**config.mk**
```make
export PLATFORM = sky130hd
export DESIGN_NAME = pwm_carrier_gen
export DESIGN_NICKNAME = d
export VERILOG_FILES = /design/src/rtl/pwm_carrier_gen.sv
export SDC_FILE = /design/constraint.sdc
export NUM_CORES = 1
export LEC_CHECK = 0
export CAP_MARGIN = 20
export CORE_MARGIN = 8
export CORE_UTILIZATION = 42
export CTS_BUF_LIST = sky130_fd_sc_hd__clkbuf_4 sky130_fd_sc_hd__clkbuf_8
export DETAILED_ROUTE_END_ITERATION = 7
export GPL_ROUTABILITY_DRIVEN = 1
export PLACE_DENSITY = 0.66
export SETUP_SLACK_MARGIN = 0.02
export SYNTH_ARGS = -nofsm -noshare
export SYNTH_HDL_FRONTEND = slang
export SYNTH_SLANG_ARGS = --single-unit
```
**constraint.sdc**
```tcl
create_clock -name clk -period 4.4 [get_ports clk]
set_input_delay 1.32 -clock clk [delete_from_list [all_inputs] [get_ports clk]]
set_output_delay 1.32 -clock clk [all_outputs]
set_load 0.005 [all_outputs]
```
**src/rtl/pwm_carrier_gen.sv**
```systemverilog
// pwm_carrier_gen: parametrised PWM carrier/timebase with divider, shadowed period, min/max events and prescaled irq
//   clk, rst (async, active-high)
//   en, count_mode, mask_mode, clkdiv_en, clkdiv, period, init, carr_sel, sync_in, int_en, evt_prescale
//   carrier, dir, period_active, evt_min, evt_max, sync_out, irq
module pwm_carrier_gen #(
  parameter int CNT_W = 16,
  parameter int DIV_W = 4,
  parameter int EVT_W = 3
) (
  input  logic             clk,
  input  logic             rst,
  input  logic             en,
  input  logic [1:0]       count_mode,
  input  logic [1:0]       mask_mode,
  input  logic             clkdiv_en,
  input  logic [DIV_W-1:0] clkdiv,
  input  logic [CNT_W-1:0] period,
  input  logic [CNT_W-1:0] init,
  input  logic             carr_sel,
  input  logic             sync_in,
  input  logic             int_en,
  input  logic [EVT_W-1:0] evt_prescale,
  output logic [CNT_W-1:0] carrier,
  output logic             dir,
  output logic [CNT_W-1:0] period_active,
  output logic             evt_min,
  output logic             evt_max,
  output logic             sync_out,
  output logic             irq
);
  localparam logic [1:0] NO_COUNT = 2'd0;
  localparam logic [1:0] UP       = 2'd1;
  localparam logic [1:0] DOWN     = 2'd2;
  localparam logic [1:0] UPDOWN   = 2'd3;
  localparam logic [CNT_W-1:0] C_ONE = CNT_W'(1);

  logic [CNT_W-1:0] carrier_q, carrier_d, period_q, period_d, step_c;
  logic [DIV_W-1:0] div_q, div_d;
  logic [EVT_W-1:0] evt_q, evt_d;
  logic             dir_q, dir_d, step_dir, min_q, min_d, max_q, max_d, irq_q, irq_d;
  logic             tick, sync, adv, qual;

  // Next value if the carrier advances this cycle. In UPDOWN the direction
  // flips on the same edge the turning value (P or 0) appears.
  always_comb begin
    step_c   = carrier_q;
    step_dir = dir_q;
    case (count_mode)
      UP: begin
        step_c   = carrier_q >= period_q ? '0 : carrier_q + C_ONE;
        step_dir = 1'b0;
      end
      DOWN: begin
        step_c   = (carrier_q == '0 || carrier_q > period_q) ? period_q : carrier_q - C_ONE;
        step_dir = 1'b1;
      end
      UPDOWN: begin
        step_c   = !dir_q ? (carrier_q >= period_q ? period_q - C_ONE : carrier_q + C_ONE)
                          : (carrier_q == '0 ? C_ONE : carrier_q - C_ONE);
        step_dir = !dir_q ? (carrier_q >= period_q || step_c == period_q) : (carrier_q > C_ONE);
      end
      default: ;
    endcase
    if (period_q == '0) step_c = '0;
  end

  always_comb begin
    tick      = clkdiv_en ? (div_q == clkdiv) : 1'b1;
    sync      = !carr_sel && sync_in;
    adv       = en && !sync && tick && count_mode != NO_COUNT;
    min_d     = adv && step_c == '0;
    max_d     = adv && period_q != '0 && step_c == period_q;
    qual      = (mask_mode[0] && min_d) || (mask_mode[1] && max_d);
    carrier_d = !en ? (init < period ? init : period)
              : sync ? (init < period_q ? init : period_q)
              : adv ? step_c : carrier_q;
    dir_d     = (!en || sync) ? (count_mode == DOWN) : adv ? step_dir : dir_q;
    period_d  = (!en || mask_mode == 2'd0 || qual) ? period : period_q;
    div_d     = (!en || sync || tick) ? '0 : div_q + DIV_W'(1);
    evt_d     = !en ? '0 : qual ? (evt_q == evt_prescale ? '0 : evt_q + EVT_W'(1)) : evt_q;
    irq_d     = qual && evt_q == evt_prescale && int_en;
  end

  always_ff @(posedge clk or posedge rst) begin
    if (rst) begin
      carrier_q <= '0;
      period_q  <= '0;
      div_q     <= '0;
      evt_q     <= '0;
      dir_q     <= 1'b0;
      min_q     <= 1'b0;
      max_q     <= 1'b0;
      irq_q     <= 1'b0;
    end else begin
      carrier_q <= carrier_d;
      period_q  <= period_d;
      div_q     <= div_d;
      evt_q     <= evt_d;
      dir_q     <= dir_d;
      min_q     <= min_d;
      max_q     <= max_d;
      irq_q     <= irq_d;
    end
  end

  assign carrier       = carrier_q;
  assign dir           = dir_q;
  assign period_active = period_q;
  assign evt_min       = min_q;
  assign evt_max       = max_q;
  assign sync_out      = min_q;
  assign irq           = irq_q;
endmodule

```
==> parameters.txt, run 1 <==
Parameter                              Value

Synth
  Synth area leaders ... dfrtp_1 (16%), ha_1 (9.8%), mux2i_1 (7.3%)
  Count of different cell masters after synthesis ... 93
  Number of enable-type register cells in the synthesized netlist ... 0
  Avg Cell Area, Syn ... about 7.9 sq um
  Share of the synthesized area in the top cell type ... 15.7%
  Number of register bits inferred by synthesis ... between 40 and 50
  Cell type with the largest total area after synthesis ... dfrtp_1
  Gate Count Post-Synth ... a little under 900
  Post-Synthesis Net Count ... 977
  Share of flip-flops with an asynchronous set or reset after synthesis ... between 90% and 100%
  Cell area after synthesis ... 6870 sq um
  Sequential share of the synthesized area ... about 16%
  Most common flop cell mapped by yosys ... dfrtp_1
  Yosys Warn Count ... 0

STA
  Transition time at the pin with the least slew margin ... 0.939 ns
  Final min period ... 4.31 ns
  Fin crit share ... a little over nine tenths
  Hold Vio Cnt, Final ... 0
  Clock Skews ... 0.0146 ns
  Max Freq ... 232 MHz
  Final setup fails ... 0
  Number of pins exceeding their max-slew limit in the final report ... 0
  Rel. slew slack ... a little under two fifths
  Unrepaired setup endpoints after global routing ... yes

GRT
  First-pass GRT wire length ... around 52000 um
  Antenna violations before repair ... 0
  Global-route congestion overflow total ... 0
  Pin count of the biggest net entering global routing ... 44
  GRT Total Usage ... around 34%
  Number of global-route vias before repair ... between 8000 and 9000

Die
  Die Width ... 144 um
  Overall die area ... between 20000 and 25000 sq um
  Placement Rows ... 46
  Core area ... about 16000 sq um
  Starting density of the core ... ~43%
  Chip height ... 144 um
  I/O pin total ... 87

Cells and area
  Layout cells sized above 1 ... 28.9%
  Area of all sequential standard cells ... 1080 sq um
  Number of nets in the layout ... about 1200
  Filler Cells Inserted ... about 1500
  Core Util, Final ... around 63%
  Post-route non-filler standard cell count ... between 1000 and 1500
  Area used by multi-input combinational logic ... 5610 sq um
  Synthesis-to-layout area growth ... 45.3%
  Diode insertion count for antenna repair ... 0

Clock tree
  Number of buffers inserted during clock tree synthesis ... 5
  Clock-pin slew on the worst setup and hold paths ... 0.09 ns
  Root buffer cell ... clkbuf_8
  Number of clock sinks seen by CTS ... 43
  Insertion delay of the later-clocked pin in the worst-skew pair ... slightly above 0.3 ns
  Worst-case clock buffer depth ... 2
  Level count of the clock H-tree ... 2
  CTS hold repair buffers ... 0
  CTS tree ... built

Critical path
  Crit path launch ... carrier[13]
  Reg-to-reg startpoint ... carrier[13]
  Critical path fanouts, max ... 4
  Nature of the critical path startpoint ... flip-flop
  Setup Crit Path Kind ... reg2reg
  Critical Path AT ... approximately 4.5 ns
  Required time reported for the critical path endpoint ... approximately 4.6 ns
  Endpoint kind of the worst setup timing path ... flip-flop

Power
  PD cells ... just under 300 nW/um^2
  Static Leak ... around 4.4 nW
  Highest ir drop seen on vdd ... about 180 uV

Placement
  Number of cells in the design after placement ... around 1300
  Estimated wirelength of the detail-placed design ... about 28000 um
  Buffers added on ports ... 86
  GP Congestion ... between 1 and 1.5

Routing
  Routed length per instance ... roughly 26 um
  Count of nets left with antenna violations after detail routing ... 0
  Overall routed net length ... 34800 um
  First DRT Iteration DRCs ... between 1000 and 1500
  Routed vias ... between 8000 and 9000
  Detailed-route DRC error count ... 0
  DR pass1 iterations ... 5
  Average via count per standard cell ... roughly 6.4

Outcome
  Result of the run ... completed

Flow run
  Number of maximum-capacitance violations ... 0

Worst hold path
  Startpoint of the lowest-slack hold path ... div_q[0]
  Hold Path Class ... reg2reg
[metrics by stage]
step / power, mW / hold slack, ns / setup TNS, ns / area [sq um] / setup WS [ns]
finish: 2.92 / 0.533 / 0 / 9980 / 0.0856
global route: 3.05 / 0.565 / -0.112 / 9980 / -0.0349
detailed placement: 2.41 / 0.533 / -15.57 / 9350 / -0.574
floorplan: 1.50 / 0.466 / 0 / 6880 / 0.0139
CTS: 2.78 / 0.546 / 0 / 9700 / 0.0259
global placement: 2.43 / 0.528 / -15.62 / 9350 / -0.562
[synth_stat cells, types with 4 or more instances]
master,number
nand2b_1,7
a21oi_1,34
inv_1,39
o21ai_0,36
nand2_1,54
a31oi_1,13
a21o_1,21
nand4_1,31
clkbuf_1,33
mux2i_1,50
buf_2,23
a32oi_1,4
ha_1,54
buf_4,5
o221ai_1,4
o211ai_1,10
nor4_1,14
o22a_1,12
clkinv_1,4
o31ai_1,7
nor4_4,4
nor2_1,71
xnor2_1,42
nand3b_1,5
a211oi_1,7
dfrtp_1,43
a2bb2oi_1,4
and4_1,10
or2_2,5
nor3b_1,4
and3_1,6
a211o_1,5
nor3_1,24
xor2_1,26
o22ai_1,27
o21ai_1,7
nand3_1,29
a2111oi_0,5
[worst paths after layout]
check                                    end  slack [ns]  depth (start not counted)
max                         period_active[0]        0.09                         14
min                                 div_q[0]        0.53                          1
max reg2reg                 period_active[0]        0.09                         14
min reg2reg                         div_q[0]        0.53                          1
max in group asynchronous  period_active[14]        2.28                          2
min in group asynchronous           evt_q[2]        1.54                          2
[layout by cell type (no fill, tap or decap), types with 7 or more instances in the layout]
cell type	netlist	final
clkdlybuf4s50_1	0	82
nor3_1	24	24
ha_1	54	51
buf_4	5	224
xnor2_1	42	42
a31oi_1	13	12
o21ai_1	7	7
o21ai_0	36	34
nand2_1	54	53
mux2i_1	50	49
nand2b_1	7	7
clkbuf_8	0	7
dfrtp_1	43	43
a21o_1	21	21
nor4_1	14	13
xor2_1	26	24
nor2_1	71	69
and4_1	10	7
nand4_1	31	31
a21oi_1	34	31
o211ai_1	10	10
inv_1	39	36
nand3_1	29	28
o22a_1	12	12
o22ai_1	27	26
[flip-flops by register name, indices dropped and copies added (netlist names)]
signal         count
carrier           16
period_active     16
div_q              4
evt_q              3
dir                1
evt_max            1
evt_min            1
irq                1
[timing repair]
action | CTS | global route
cloned | 1 | 0
buffers inserted | 12 | 12
resized for setup | 32 | 35
pin swaps | 14 | 17
endpoints found under the setup margin | 33 | 36
hold endpoints to repair | 0 | 0
[power breakdown]
group	leakage (nW)	internal, mW	switching (mW)
clock	0.0549	0.150	0.148
sequential	0.530	0.434	0.0287
combinational	3.85	0.950	1.20
total	4.43	1.53	1.38
[critical path, cell delays in order, from the launching register on]
cell and delay, ns:
dfrtp_1 0.40, ha_1 0.32, and4_4 0.21, buf_4 0.16
a22o_4 0.29, buf_4 0.17, o311ai_2 0.27, o211ai_1 0.27
o211ai_1 0.37, a31oi_2 0.10, or4_4 0.56, or4b_4 0.54
o31ai_4 0.10, nor2_4 0.10, mux2_1 0.34
[cells by family after synthesis]
group | count (synthesis) | synth area share (%)
AND/OR/NAND/NOR | 295 | 24.2
AO/OA/AOI/OAI | 253 | 27.2
buffers and inverters | 107 | 6.65
XOR/XNOR | 68 | 8.67
adder cells (fa/ha/maj) | 54 | 9.84
multiplexers | 53 | 7.78
flip-flops | 43 | 15.7
[layout make-up]
cell class / instances / area share, %
clock buffer: 8 / 1.04
inverter: 43 / 1.63
multi-input combinational: 723 / 56.3
sequential: 43 / 10.8
tap: 216 / 2.71
timing repair buffer: 323 / 27.6
[per-layer routing]
| layer | up-vias | share of wire [%] | GRT usage [%] |
|---|---|---|---|
| met1 | 4107 | 41 | 43.7 |
| met4 | 0 | 6.2 | 18.8 |
| li1 | 3852 | - | - |
| met2 | 542 | 44 | 51.9 |
| met3 | 122 | 9.2 | 5.74 |
| met5 | - | 0 | 0 |
Note: power is estimated with default switching activity, not from simulation.
==> inputs of run 2 (changes only) <==
--- a/config.mk
+++ b/config.mk
@@ -7,11 +7,11 @@
 export LEC_CHECK = 0
 export CAP_MARGIN = 20
 export CORE_MARGIN = 8
-export CORE_UTILIZATION = 42
+export CORE_UTILIZATION = 53
 export CTS_BUF_LIST = sky130_fd_sc_hd__clkbuf_4 sky130_fd_sc_hd__clkbuf_8
 export DETAILED_ROUTE_END_ITERATION = 7
 export GPL_ROUTABILITY_DRIVEN = 1
-export PLACE_DENSITY = 0.66
+export PLACE_DENSITY = 0.8
 export SETUP_SLACK_MARGIN = 0.02
 export SYNTH_ARGS = -nofsm -noshare
 export SYNTH_HDL_FRONTEND = slang
==> run 2 against run 1 <==
Effect of this change:
- the flow now finishes with violations (setup timing)
- register-to-register slack worse by 0.09 ns
- worst hold slack worse by 0.021 ns
- sequential share of layout area grew 0.46 points
- design area shrank 4.1%
- power shrank 0.20%
- combinational power is 5% lower
- sequential power increased by 0.9%
- wire length shrank 1.4%
- clock power increased by 29%
- die area decreased by 19%
- largest cell class unchanged
- largest power group unchanged
- highest routed layer unchanged
==> parameters.txt, run 2 (synthesis gave the netlist of run 1 again) <==
Parameter                              Value

Outcome
  Result of the run ... complete, but fails checks
  Failing checks ... setup timing

STA
  Hold Vio Cnt, Final ... 0 (unchanged)
  Number of pins exceeding their max-slew limit in the final report ... 0 (unchanged)
  Rel. slew slack ... 36.9% (-0.36 points)
  Clock Skews ... 0.00354 ns (-0.0111 ns)
  Final min period ... 4.41 ns (+0.0909 ns)
  Post-route setup slack ... -0.00532 ns (-0.0909 ns)
  Fin crit share ... 100% (+2.1 points)
  Final setup fails ... 2 (+2)
  Max Freq ... 227 MHz (-2.1%)
  Transition time at the pin with the least slew margin ... 0.945 ns (+0.00545 ns)

Clock tree
  Number of clock sinks seen by CTS ... 43 (unchanged)
  Insertion delay of the later-clocked pin in the worst-skew pair ... 0.31 ns (about the same)
  CTS tree ... built
  Root buffer cell ... clkbuf_8
  CTS hold repair buffers ... 0 (unchanged)
  Level count of the clock H-tree ... 2 (unchanged)
  Clock-pin slew on the worst setup and hold paths ... 0.09 ns (about the same)
  Number of buffers inserted during clock tree synthesis ... 5 (unchanged)
  Worst-case clock buffer depth ... 2 (unchanged)

Die
  Core area ... 12600 sq um (-21%)
  I/O pin total ... 87 (unchanged)
  Placement Rows ... 41 (-11%)
  Starting density of the core ... 54.4% (+11 points)
  Chip height ... 130 um (-9.8%)
  Die Width ... 130 um (-9.8%)
  Overall die area ... 16900 sq um (-19%)

Placement
  GP Congestion ... 1.10 (+2.9%)
  Estimated wirelength of the detail-placed design ... 25000 um (-9.8%)
  Placement Setup Slack ... -0.419 ns (+0.154 ns)
  Buffers added on ports ... 86 (unchanged)

Power
  Final Power ... 2.91 mW (-0.20%)
  Static Leak ... 4.21 nW (-5.0%)
  PD cells ... 304 nW/um^2 (+4.1%)
  Highest ir drop seen on vdd ... 277 uV (+51%)

GRT
  Pin count of the biggest net entering global routing ... 44 (unchanged)
  GRT Total Usage ... 38.4% (+4.8 points)
  Most Crowded Layer GR ... met2
  Global-route congestion overflow total ... 0 (unchanged)
  First-pass GRT wire length ... 49500 um (-5.2%)
  Number of global-route vias before repair ... 8577 (+0.79%)
  Met1 demand-to-capacity share in global routing ... 46.4% (+2.7 points)
  Antenna violations before repair ... 0 (unchanged)
  Met3 GRT Util ... 10.0% (+4.3 points)
  Met2 track demand over resource in global routing ... 59.9% (+8.1 points)

Worst hold path
  Hold Path Class ... reg2reg
  Startpoint of the lowest-slack hold path ... div_q[0]
  Hold Path Sink ... div_q[0]
  Hold depth ... 1 (unchanged)

Critical path
  Critical path fanouts, max ... 9 (+5)
  R2R cell count ... 16 (+2)
  Endpoint of the most critical register-to-register path ... evt_q[2]
  Nature of the critical path startpoint ... flip-flop
  Reg-to-reg startpoint ... period_active[11]
  Critical Path AT ... 4.60 ns (+0.09 ns)
  Setup Crit Path Kind ... reg2reg
  Required time reported for the critical path endpoint ... 4.60 ns (about the same)
  Endpoint kind of the worst setup timing path ... flip-flop
  Critical path, cell by cell ... inv_1 > ha_1 > nand2_1 > o21ai_1 > a22o_4 > nor3_4 > buf_4 > a311o_1 > a22oi_2 > buf_4 > nand2_1 > or4_1 > or4b_4 > o31ai_4 > o21ai_1 > a32o_1
  Minimum setup slack among reg-to-reg paths ... -0.005 ns (-0.09 ns)
  Max stage delay on crit path ... 0.55 ns (about the same)
  Critical path's slowest cell ... or4b_4

Cells and area
  Area used by multi-input combinational logic ... 5650 sq um (+0.58%)
  Synthesis-to-layout area growth ... 39.3%
  Number of nets in the layout ... 1185 (-4.7%)
  Core Util, Final ... 75.8% (+13 points)
  Area of all sequential standard cells ... 1080 sq um (unchanged)
  Most frequent cells in the layout ... buf_4 (170), clkdlybuf4s50_1 (79), nor2_1 (68)
  Layout cells sized above 1 ... 25.9% (-3.0 points)
  Most common cell after layout, fill and taps aside ... buf_4
  Diode insertion count for antenna repair ... 0 (unchanged)
  Filler Cells Inserted ... 949 (-37%)

Routing
  Detailed-route DRC error count ... 0 (unchanged)
  First DRT Iteration DRCs ... 1466 (+33%)
  DR pass1 iterations ... 6 (+1)
  Count of nets left with antenna violations after detail routing ... 0 (unchanged)
  Routed length per instance ... 27.4 um (+6.6%)
  Overall routed net length ... 34300 um (-1.4%)
  Routed vias ... 9046 (+4.9%)
  Average via count per standard cell ... 7.21 (+13%)

Flow run
  Number of maximum-capacitance violations ... 0 (unchanged)
## run 2: critical path, delay by kind of cell, from the launching register on
kind / cells / cell delay (ns)
buffers and inverters: 3 / 0.46
flip-flops: 1 / 0.36
adder cells (fa/ha/maj): 1 / 0.35
AO/OA/AOI/OAI: 7 / 1.87
AND/OR/NAND/NOR: 5 / 1.24
## run 2: report_power, final
part	internal, mW	switching [mW]	total [mW]
logic	0.872	1.19	2.06
registers	0.434	0.0329	0.467
clock network	0.233	0.151	0.384
total	1.54	1.37	2.91
## run 2: how the worst max path moves through the flow
stage	start	endpoint	slack, ns	depth (start not counted)
after detailed placement	count_mode[0]	period_active[0]	-0.42	13
after global placement	count_mode[0]	period_active[0]	-0.44	13
after global routing	period_active[11]	period_active[7]	-0.08	17
after CTS	period_active[10]	period_active[7]	0.01	16
after floorplan	count_mode[0]	period_active[0]	0.01	13
final	period_active[11]	evt_q[2]	-0.005	16
## run 2: per-layer routing
metal  vias up  routed length (um)
met3       246                4490
li1       3743                   -
met5         -                   0
met2       839               15000
met1      4218               12100
met4         0                2700
## run 2: cell type report
type                            count  share of cell area [%]
Clock buffer                        6                   0.798
Clock inverter                      2                   0.628
Timing Repair Buffer              265                    24.4
Sequential cell                    43                    11.2
Inverter                           43                    1.70
Tap cell                          172                    2.25
Multi-Input combinational cell    723                    59.0
## run 2: what timing repair did
action                                  4_1_cts  5_1_grt
cloned                                        1        1
gates resized for setup                      19       62
endpoints found under the setup margin       29       36
setup buffers                                 1       11
pin swaps                                     8       20
## run 2: stage by stage
| step | std cells | area, sq um | setup TNS, ns | hold slack (ns) |
|---|---|---|---|---|
| finish | 1254 | 9570 | -0.00796 | 0.512 |
| global route | 1254 | 9570 | -0.497 | 0.544 |
| CTS | 1242 | 9180 | 0 | 0.518 |
| detailed placement | 1232 | 8930 | -12.39 | 0.507 |
| global placement | 1232 | 8930 | -11.86 | 0.496 |
| floorplan | 873 | 6880 | 0 | 0.466 |
